## src/rtl/spi_sclk_gen_if.sv

```systemverilog
// rtl/spi_sclk_gen_if.sv - SPI serial-clock generator control/strobe interface
interface spi_sclk_gen_if #(
    parameter int DIV_W = 8,
    parameter int CNT_W = 6
) ();
    logic             start;
    logic [DIV_W-1:0] div;
    logic             cpol;
    logic             cpha;
    logic [CNT_W-1:0] num_bits;
    logic             sclk_out;
    logic             sample_stb;
    logic             shift_stb;
    logic             busy;
    logic             done;

    // Control FSM side: requests bursts and consumes strobes.
    modport master (
        output start, div, cpol, cpha, num_bits,
        input  sclk_out, sample_stb, shift_stb, busy, done
    );

    // Clock generator side.
    modport slave (
        input  start, div, cpol, cpha, num_bits,
        output sclk_out, sample_stb, shift_stb, busy, done
    );
endinterface

```

## src/rtl/spi_sclk_gen.sv

```systemverilog
// rtl/spi_sclk_gen.sv - SPI SCLK generator with CPOL/CPHA, burst length and strobes; optional SPI_SCLK_GAP_EN
module spi_sclk_gen #(
    parameter int DIV_W = 8,
    parameter int CNT_W = 6
) (
    input  logic          clk_in,
    input  logic          rst_n,
    spi_sclk_gen_if.slave bus
);

`ifdef SPI_SCLK_GAP_EN
    typedef enum logic [1:0] {
        S_IDLE = 2'd0,
        S_RUN  = 2'd1,
        S_GAP  = 2'd2,
        S_DONE = 2'd3
    } state_t;
`else
    typedef enum logic [1:0] {
        S_IDLE = 2'd0,
        S_RUN  = 2'd1,
        S_DONE = 2'd3
    } state_t;
`endif

    state_t           state_q,   state_d;
    logic [DIV_W-1:0] hcnt_q,    hcnt_d;
    logic [CNT_W:0]   ecnt_q,    ecnt_d;
    logic [DIV_W-1:0] div_l_q,   div_l_d;
    logic             cpol_l_q,  cpol_l_d;
    logic             cpha_l_q,  cpha_l_d;
    logic [CNT_W-1:0] nbits_l_q, nbits_l_d;
    logic             sclk_q,    sclk_d;
    logic             sample_q,  sample_d;
    logic             shift_q,   shift_d;
    logic             busy_q,    busy_d;
    logic             done_q,    done_d;
    logic [CNT_W:0]   edge_num;

    // State, latched burst parameters and registered outputs.
    always_ff @(posedge clk_in) begin
        if (!rst_n) begin
            state_q   <= S_IDLE;
            hcnt_q    <= '0;
            ecnt_q    <= '0;
            div_l_q   <= '0;
            cpol_l_q  <= 1'b0;
            cpha_l_q  <= 1'b0;
            nbits_l_q <= '0;
            sclk_q    <= 1'b0;
            sample_q  <= 1'b0;
            shift_q   <= 1'b0;
            busy_q    <= 1'b0;
            done_q    <= 1'b0;
        end else begin
            state_q   <= state_d;
            hcnt_q    <= hcnt_d;
            ecnt_q    <= ecnt_d;
            div_l_q   <= div_l_d;
            cpol_l_q  <= cpol_l_d;
            cpha_l_q  <= cpha_l_d;
            nbits_l_q <= nbits_l_d;
            sclk_q    <= sclk_d;
            sample_q  <= sample_d;
            shift_q   <= shift_d;
            busy_q    <= busy_d;
            done_q    <= done_d;
        end
    end

    // Next-state logic: half-period timing, edge counting and strobe classification.
    always_comb begin
        state_d   = state_q;
        hcnt_d    = hcnt_q;
        ecnt_d    = ecnt_q;
        div_l_d   = div_l_q;
        cpol_l_d  = cpol_l_q;
        cpha_l_d  = cpha_l_q;
        nbits_l_d = nbits_l_q;
        sclk_d    = sclk_q;
        sample_d  = 1'b0;
        shift_d   = 1'b0;
        busy_d    = busy_q;
        done_d    = 1'b0;
        edge_num  = ecnt_q + (CNT_W+1)'(1);

        case (state_q)
            S_IDLE: begin
                // Idle level tracks the live polarity so the line is correct before a burst.
                sclk_d = bus.cpol;
                hcnt_d = '0;
                ecnt_d = '0;
                if (bus.start) begin
                    div_l_d   = (bus.div == '0) ? DIV_W'(1) : bus.div;
                    cpol_l_d  = bus.cpol;
                    cpha_l_d  = bus.cpha;
                    nbits_l_d = bus.num_bits;
                    busy_d    = 1'b1;
                    state_d   = (bus.num_bits == '0) ? S_DONE : S_RUN;
                end
            end
            S_RUN: begin
                if (hcnt_q == div_l_q - DIV_W'(1)) begin
                    hcnt_d = '0;
                    sclk_d = ~sclk_q;
                    ecnt_d = edge_num;
                    // Odd edges lead; the sample edge is leading for cpha=0, trailing for cpha=1.
                    if (edge_num[0] ^ cpha_l_q) begin
                        sample_d = 1'b1;
                    end else begin
                        shift_d = 1'b1;
                    end
                    if (edge_num == {nbits_l_q, 1'b0}) begin
`ifdef SPI_SCLK_GAP_EN
                        state_d = S_GAP;
`else
                        state_d = S_DONE;
`endif
                    end
                end else begin
                    hcnt_d = hcnt_q + DIV_W'(1);
                end
            end
`ifdef SPI_SCLK_GAP_EN
            S_GAP: begin
                // Hold idle level for one half-period so CS can be released with margin.
                sclk_d = cpol_l_q;
                if (hcnt_q == div_l_q - DIV_W'(1)) begin
                    hcnt_d  = '0;
                    state_d = S_DONE;
                end else begin
                    hcnt_d = hcnt_q + DIV_W'(1);
                end
            end
`endif
            S_DONE: begin
                sclk_d  = cpol_l_q;
                done_d  = 1'b1;
                busy_d  = 1'b0;
                state_d = S_IDLE;
            end
            default: begin
                state_d = S_IDLE;
                busy_d  = 1'b0;
            end
        endcase
    end

    assign bus.sclk_out   = sclk_q;
    assign bus.sample_stb = sample_q;
    assign bus.shift_stb  = shift_q;
    assign bus.busy       = busy_q;
    assign bus.done       = done_q;

endmodule

```

## src/flat_wrapper.sv

```systemverilog
// flat-port wrapper written by rule: the top's interface ports become plain ports
module spi_sclk_gen_flat 
#(
    parameter int DIV_W = 8,
    parameter int CNT_W = 6
)
  (clk_in, rst_n, bus_start, bus_div, bus_cpol, bus_cpha, bus_num_bits, bus_sclk_out, bus_sample_stb, bus_shift_stb, bus_busy, bus_done);
  spi_sclk_gen_if #(.DIV_W(DIV_W), .CNT_W(CNT_W)) bus_i ();
  input  logic clk_in;
  input  logic rst_n;
  input wire logic [$bits(bus_i.start)-1:0] bus_start;
  input wire logic [$bits(bus_i.div)-1:0] bus_div;
  input wire logic [$bits(bus_i.cpol)-1:0] bus_cpol;
  input wire logic [$bits(bus_i.cpha)-1:0] bus_cpha;
  input wire logic [$bits(bus_i.num_bits)-1:0] bus_num_bits;
  output wire logic [$bits(bus_i.sclk_out)-1:0] bus_sclk_out;
  output wire logic [$bits(bus_i.sample_stb)-1:0] bus_sample_stb;
  output wire logic [$bits(bus_i.shift_stb)-1:0] bus_shift_stb;
  output wire logic [$bits(bus_i.busy)-1:0] bus_busy;
  output wire logic [$bits(bus_i.done)-1:0] bus_done;
  assign bus_i.start = bus_start;
  assign bus_i.div = bus_div;
  assign bus_i.cpol = bus_cpol;
  assign bus_i.cpha = bus_cpha;
  assign bus_i.num_bits = bus_num_bits;
  assign bus_sclk_out = bus_i.sclk_out;
  assign bus_sample_stb = bus_i.sample_stb;
  assign bus_shift_stb = bus_i.shift_stb;
  assign bus_busy = bus_i.busy;
  assign bus_done = bus_i.done;
  spi_sclk_gen #(.DIV_W(DIV_W), .CNT_W(CNT_W)) u_core (.clk_in(clk_in), .rst_n(rst_n), .bus(bus_i));
endmodule
```

## config.mk

```make
export PLATFORM = sky130hd
export DESIGN_NAME = spi_sclk_gen_flat
export DESIGN_NICKNAME = d
export VERILOG_FILES = /design/src/rtl/spi_sclk_gen_if.sv /design/src/rtl/spi_sclk_gen.sv /design/src/flat_wrapper.sv
export SDC_FILE = /design/constraint.sdc
export NUM_CORES = 1
export LEC_CHECK = 0
export ABC_AREA = 0
export CORE_ASPECT_RATIO = 1.4
export CORE_MARGIN = 2
export CORE_UTILIZATION = 25
export CTS_BUF_LIST = sky130_fd_sc_hd__clkbuf_8
export DETAILED_ROUTE_END_ITERATION = 12
export GPL_TIMING_DRIVEN = 0
export MAX_ROUTING_LAYER = met4
export PLACE_DENSITY_LB_ADDON = 0.08
export SLEW_MARGIN = 20
export SYNTH_ARGS = -nofsm -noshare
export SYNTH_HDL_FRONTEND = slang
export SYNTH_SLANG_ARGS = --single-unit
```

## constraint.sdc

```tcl
create_clock -name clk_in -period 2.5 [get_ports clk_in]
set_input_delay 0.375 -clock clk_in [delete_from_list [all_inputs] [get_ports clk_in]]
set_output_delay 0.375 -clock clk_in [all_outputs]
set_load 0.01 [all_outputs]
```

==> results.py <==
metrics = {
    "cells_and_area": {
        "finalInstanceArea_sq_mm": 0.00240,
        "area_delta_synth_final_pct": 24.0,
        "multi_input_area_sq_mm": 0.00111,
        "nFillCells": 834,
        "nNetsFinal": 289,
        "regArea_sq_um": 762,
        "drive_above_1_share_pct": 6.72,
        "insertedDiodeCount": 0,
    },
    "timing": {
        "timing.final.max_slew_violations": 0,
        "finClkSkew_ns": 0.00860,
        "clock.fmax_mhz": 433,
        "grt_setup_unrepaired": "no",
        "setup_viol": 0,
        "hold_viol": 0,
        "fin_crit_sh_pct": 92.4,
        "whs_ns": 0.457,
        "tns_ns": 0,
        "max-slew-margin-rel_pct": 61.8,
        "tightest_slew_ns": 0.573,
        "min_period_ns": 2.31,
    },
    "synth": {
        "postSynthCellCount": 237,
        "synth-compound-area-share_pct": 15.4,
        "yosys-top-cells-count": "nand2_1, dfxtp_1, a21oi_1, xnor2_1, nor2_1",
        "netlist_top_cells_area": "dfxtp_1, xnor2_1, nand2_1",
        "yosysTopAreaCell": "dfxtp_1",
        "synth-edff-count": 0,
        "ys_seq_area_share_pct": 39.3,
        "yosysWarnings": 0,
        "syn_area_per_cell_sq_um": 8.17,
        "synthAdderAreaFrac_pct": 1.94,
        "async_flop_share_pct": 0,
        "synth_top_family_by_area": "simple AND/OR/NAND/NOR gates",
        "synth_top_flop_cell": "dfxtp_1",
        "synth-seq-cells": 38,
        "synth-xor-area-share_pct": 11.8,
        "syn-num-nets": 259,
        "yosysUniqueCellTypes": 45,
        "synthMuxAreaShare_pct": 1.61,
        "synthSimpleGateAreaFrac_pct": 26.8,
        "synthesis.area_sq_mm": 0.00194,
        "synth_top_area_share_pct": 39.3,
        "yosysMostFrequentCell": "nand2_1",
    },
    "outcome": {
        "status": "complete, no violations",
    },
    "floorplanning": {
        "core_sq_mm": 0.00765,
        "die_w_um": 78.4,
        "dieArea_sq_mm": 0.00848,
        "num_io_pins": 24,
        "rows": 38,
        "start_util_pct": 25.3,
        "die_y_um": 108,
    },
    "clocking": {
        "tritoncts": "built",
        "clkTransAtPathRegs_ns": 0.08,
        "numCtsBuffers": 5,
        "cts_max_path_buffers": 2,
        "cts.sinks": 38,
        "clk-insertion-delay-late_ns": 0.30,
        "cts_setup_buffers": 0,
        "root_buffer": "clkbuf_8",
        "htreeDepth": 2,
    },
    "grt": {
        "grt_pass1_vias": 1761,
        "grt_pass1_wl_mm": 8.93,
        "grt_usage_pct": 14.3,
        "grt_max_degree": 12,
        "gr-total-overflow": 0,
        "antenna_found_initial": 0,
    },
    "worst_setup_path": {
        "critPathRequiredTime_ns": 2.73,
        "crit_type": "reg -> reg",
        "critical_path.cell_chain": "inv_1 -> ha_1 -> a31o_1 -> a2111oi_2 -> o221ai_2 -> or4_1 -> a31oi_1",
        "cpPeakStageDelay_ns": 0.55,
        "crit_family": "compound AO/OA/AOI/OAI gates",
        "cp_num_buf_inv": 1,
        "cp_slowest_cell": "or4_1",
        "worstPathArrival_ns": 2.54,
        "startpoint_type": "flip-flop",
        "endpoint_kind": "flip-flop",
        "critPathMaxFanout": 8,
    },
    "pwr": {
        "p_leak_nw": 0.851,
        "finalPower_mw": 1.34,
        "p_per_area_mw_per_mm2": 556,
        "peakVddDrop_uv": 224,
    },
    "placement": {
        "placed_area_sq_mm": 0.00229,
        "place.gp.congestion": 0.764,
        "dp_hpwl_mm": 4.15,
        "place.port_buffers": 23,
    },
    "detailed_routing": {
        "drt-total-wl_mm": 5.43,
        "postRouteAntennaNets": 0,
        "drtIter0Drc": 33,
        "drcViolationCount": 0,
        "dr.pass1.iters": 4,
        "via_per_inst": 4.84,
        "via_count": 1780,
        "wl_per_cell_um": 14.8,
    },
    "worst_hold_path": {
        "hp-class": "reg -> reg",
    },
    "run": {
        "max_cap_viol_count": 0,
    },
}
-- layer usage --
metal / wire length (um) / GRT usage, %
met1: 2230 / 14.7
met2: 2960 / 26.5
met3: 136 / 2.59
met4: 106 / 6.02
met5: 0 / -
-- final cells by class --
type / count / share of cell area (%)
Tap cell: 100 / 5.21
Buffer: 11 / 1.82
Multi-Input combinational cell: 183 / 46.4
Sequential cell: 38 / 31.7
Clock buffer: 5 / 2.87
Clock inverter: 3 / 1.56
Inverter: 5 / 0.782
Timing Repair Buffer: 23 / 9.59
-- final timing paths --
| path | startpoint | endpoint | slack (ns) | cells past startpoint |
|---|---|---|---|---|
| max reg2reg | u_core.div_l_q[0] | u_core.ecnt_q[4] | 0.19 | 7 |
| max | u_core.div_l_q[0] | u_core.ecnt_q[4] | 0.19 | 7 |
| min reg2reg | u_core.bus.busy | u_core.bus.busy | 0.46 | 2 |
| min | u_core.bus.busy | u_core.bus.busy | 0.46 | 2 |
-- cells in the final DEF (no fill, tap or decap), types with 8 or more instances in the layout --
cell             Yosys  final
nand2_1             44     44
dfxtp_1             38     37
clkdlybuf4s50_1      0     23
a21oi_1             20     20
xnor2_1             19     19
nor2_1              14     14
nand3_1             12     12
clkbuf_1             9      8
-- worst register-to-register path, cell delays in order, from the launching register on --
cell and delay, ns:
dfxtp_2 0.39, inv_1 0.06, ha_1 0.27, a31o_1 0.21
a2111oi_2 0.34, o221ai_2 0.27, or4_1 0.55, a31oi_1 0.16
-- stage by stage --
stage          instances  utilization (%)  setup WS, ns
2_1_floorplan        237                -         0.373
3_3_place_gp         360             29.9        0.0693
3_5_place_dp         360             29.9        0.0867
4_1_cts              368             31.3        0.0880
5_1_grt              368             31.4        0.0138
6_report             368             31.4         0.190
-- repair_timing --
action                     CTS  global route
hold buffers                 0             0
resized for setup            0             3
setup endpoints to repair    0            10
-- state kept, by name, indices dropped and copies added, names as in the netlist --
| signal | flops |
|---|---|
| u_core.cpha_l_q | 1 |
| u_core.state_q | 2 |
| u_core.bus.done | 1 |
| u_core.bus.shift_stb | 1 |
| u_core.bus.sclk_out | 1 |
| u_core.bus.sample_stb | 1 |
| u_core.div_l_q | 8 |
| u_core.nbits_l_q | 6 |
| u_core.bus.busy | 1 |
| u_core.hcnt_q | 8 |
| u_core.cpol_l_q | 1 |
| u_core.ecnt_q | 7 |
-- cell families (layout without fill, tap and decap cells) --
kind of cell	Yosys count	count (layout)
multiplexers	3	3
buffers and inverters	16	47
AND/OR/NAND/NOR	107	107
adder cells (fa/ha/maj)	3	3
flip-flops	38	38
AO/OA/AOI/OAI	44	44
XOR/XNOR	26	26
-- report_power, final --
part / total, mW / internal, mW / switching (mW)
registers: 0.648 / 0.625 / 0.0228
logic: 0.167 / 0.0794 / 0.0873
clock network: 0.521 / 0.291 / 0.230
Note: power is estimated with default switching activity, not from simulation.
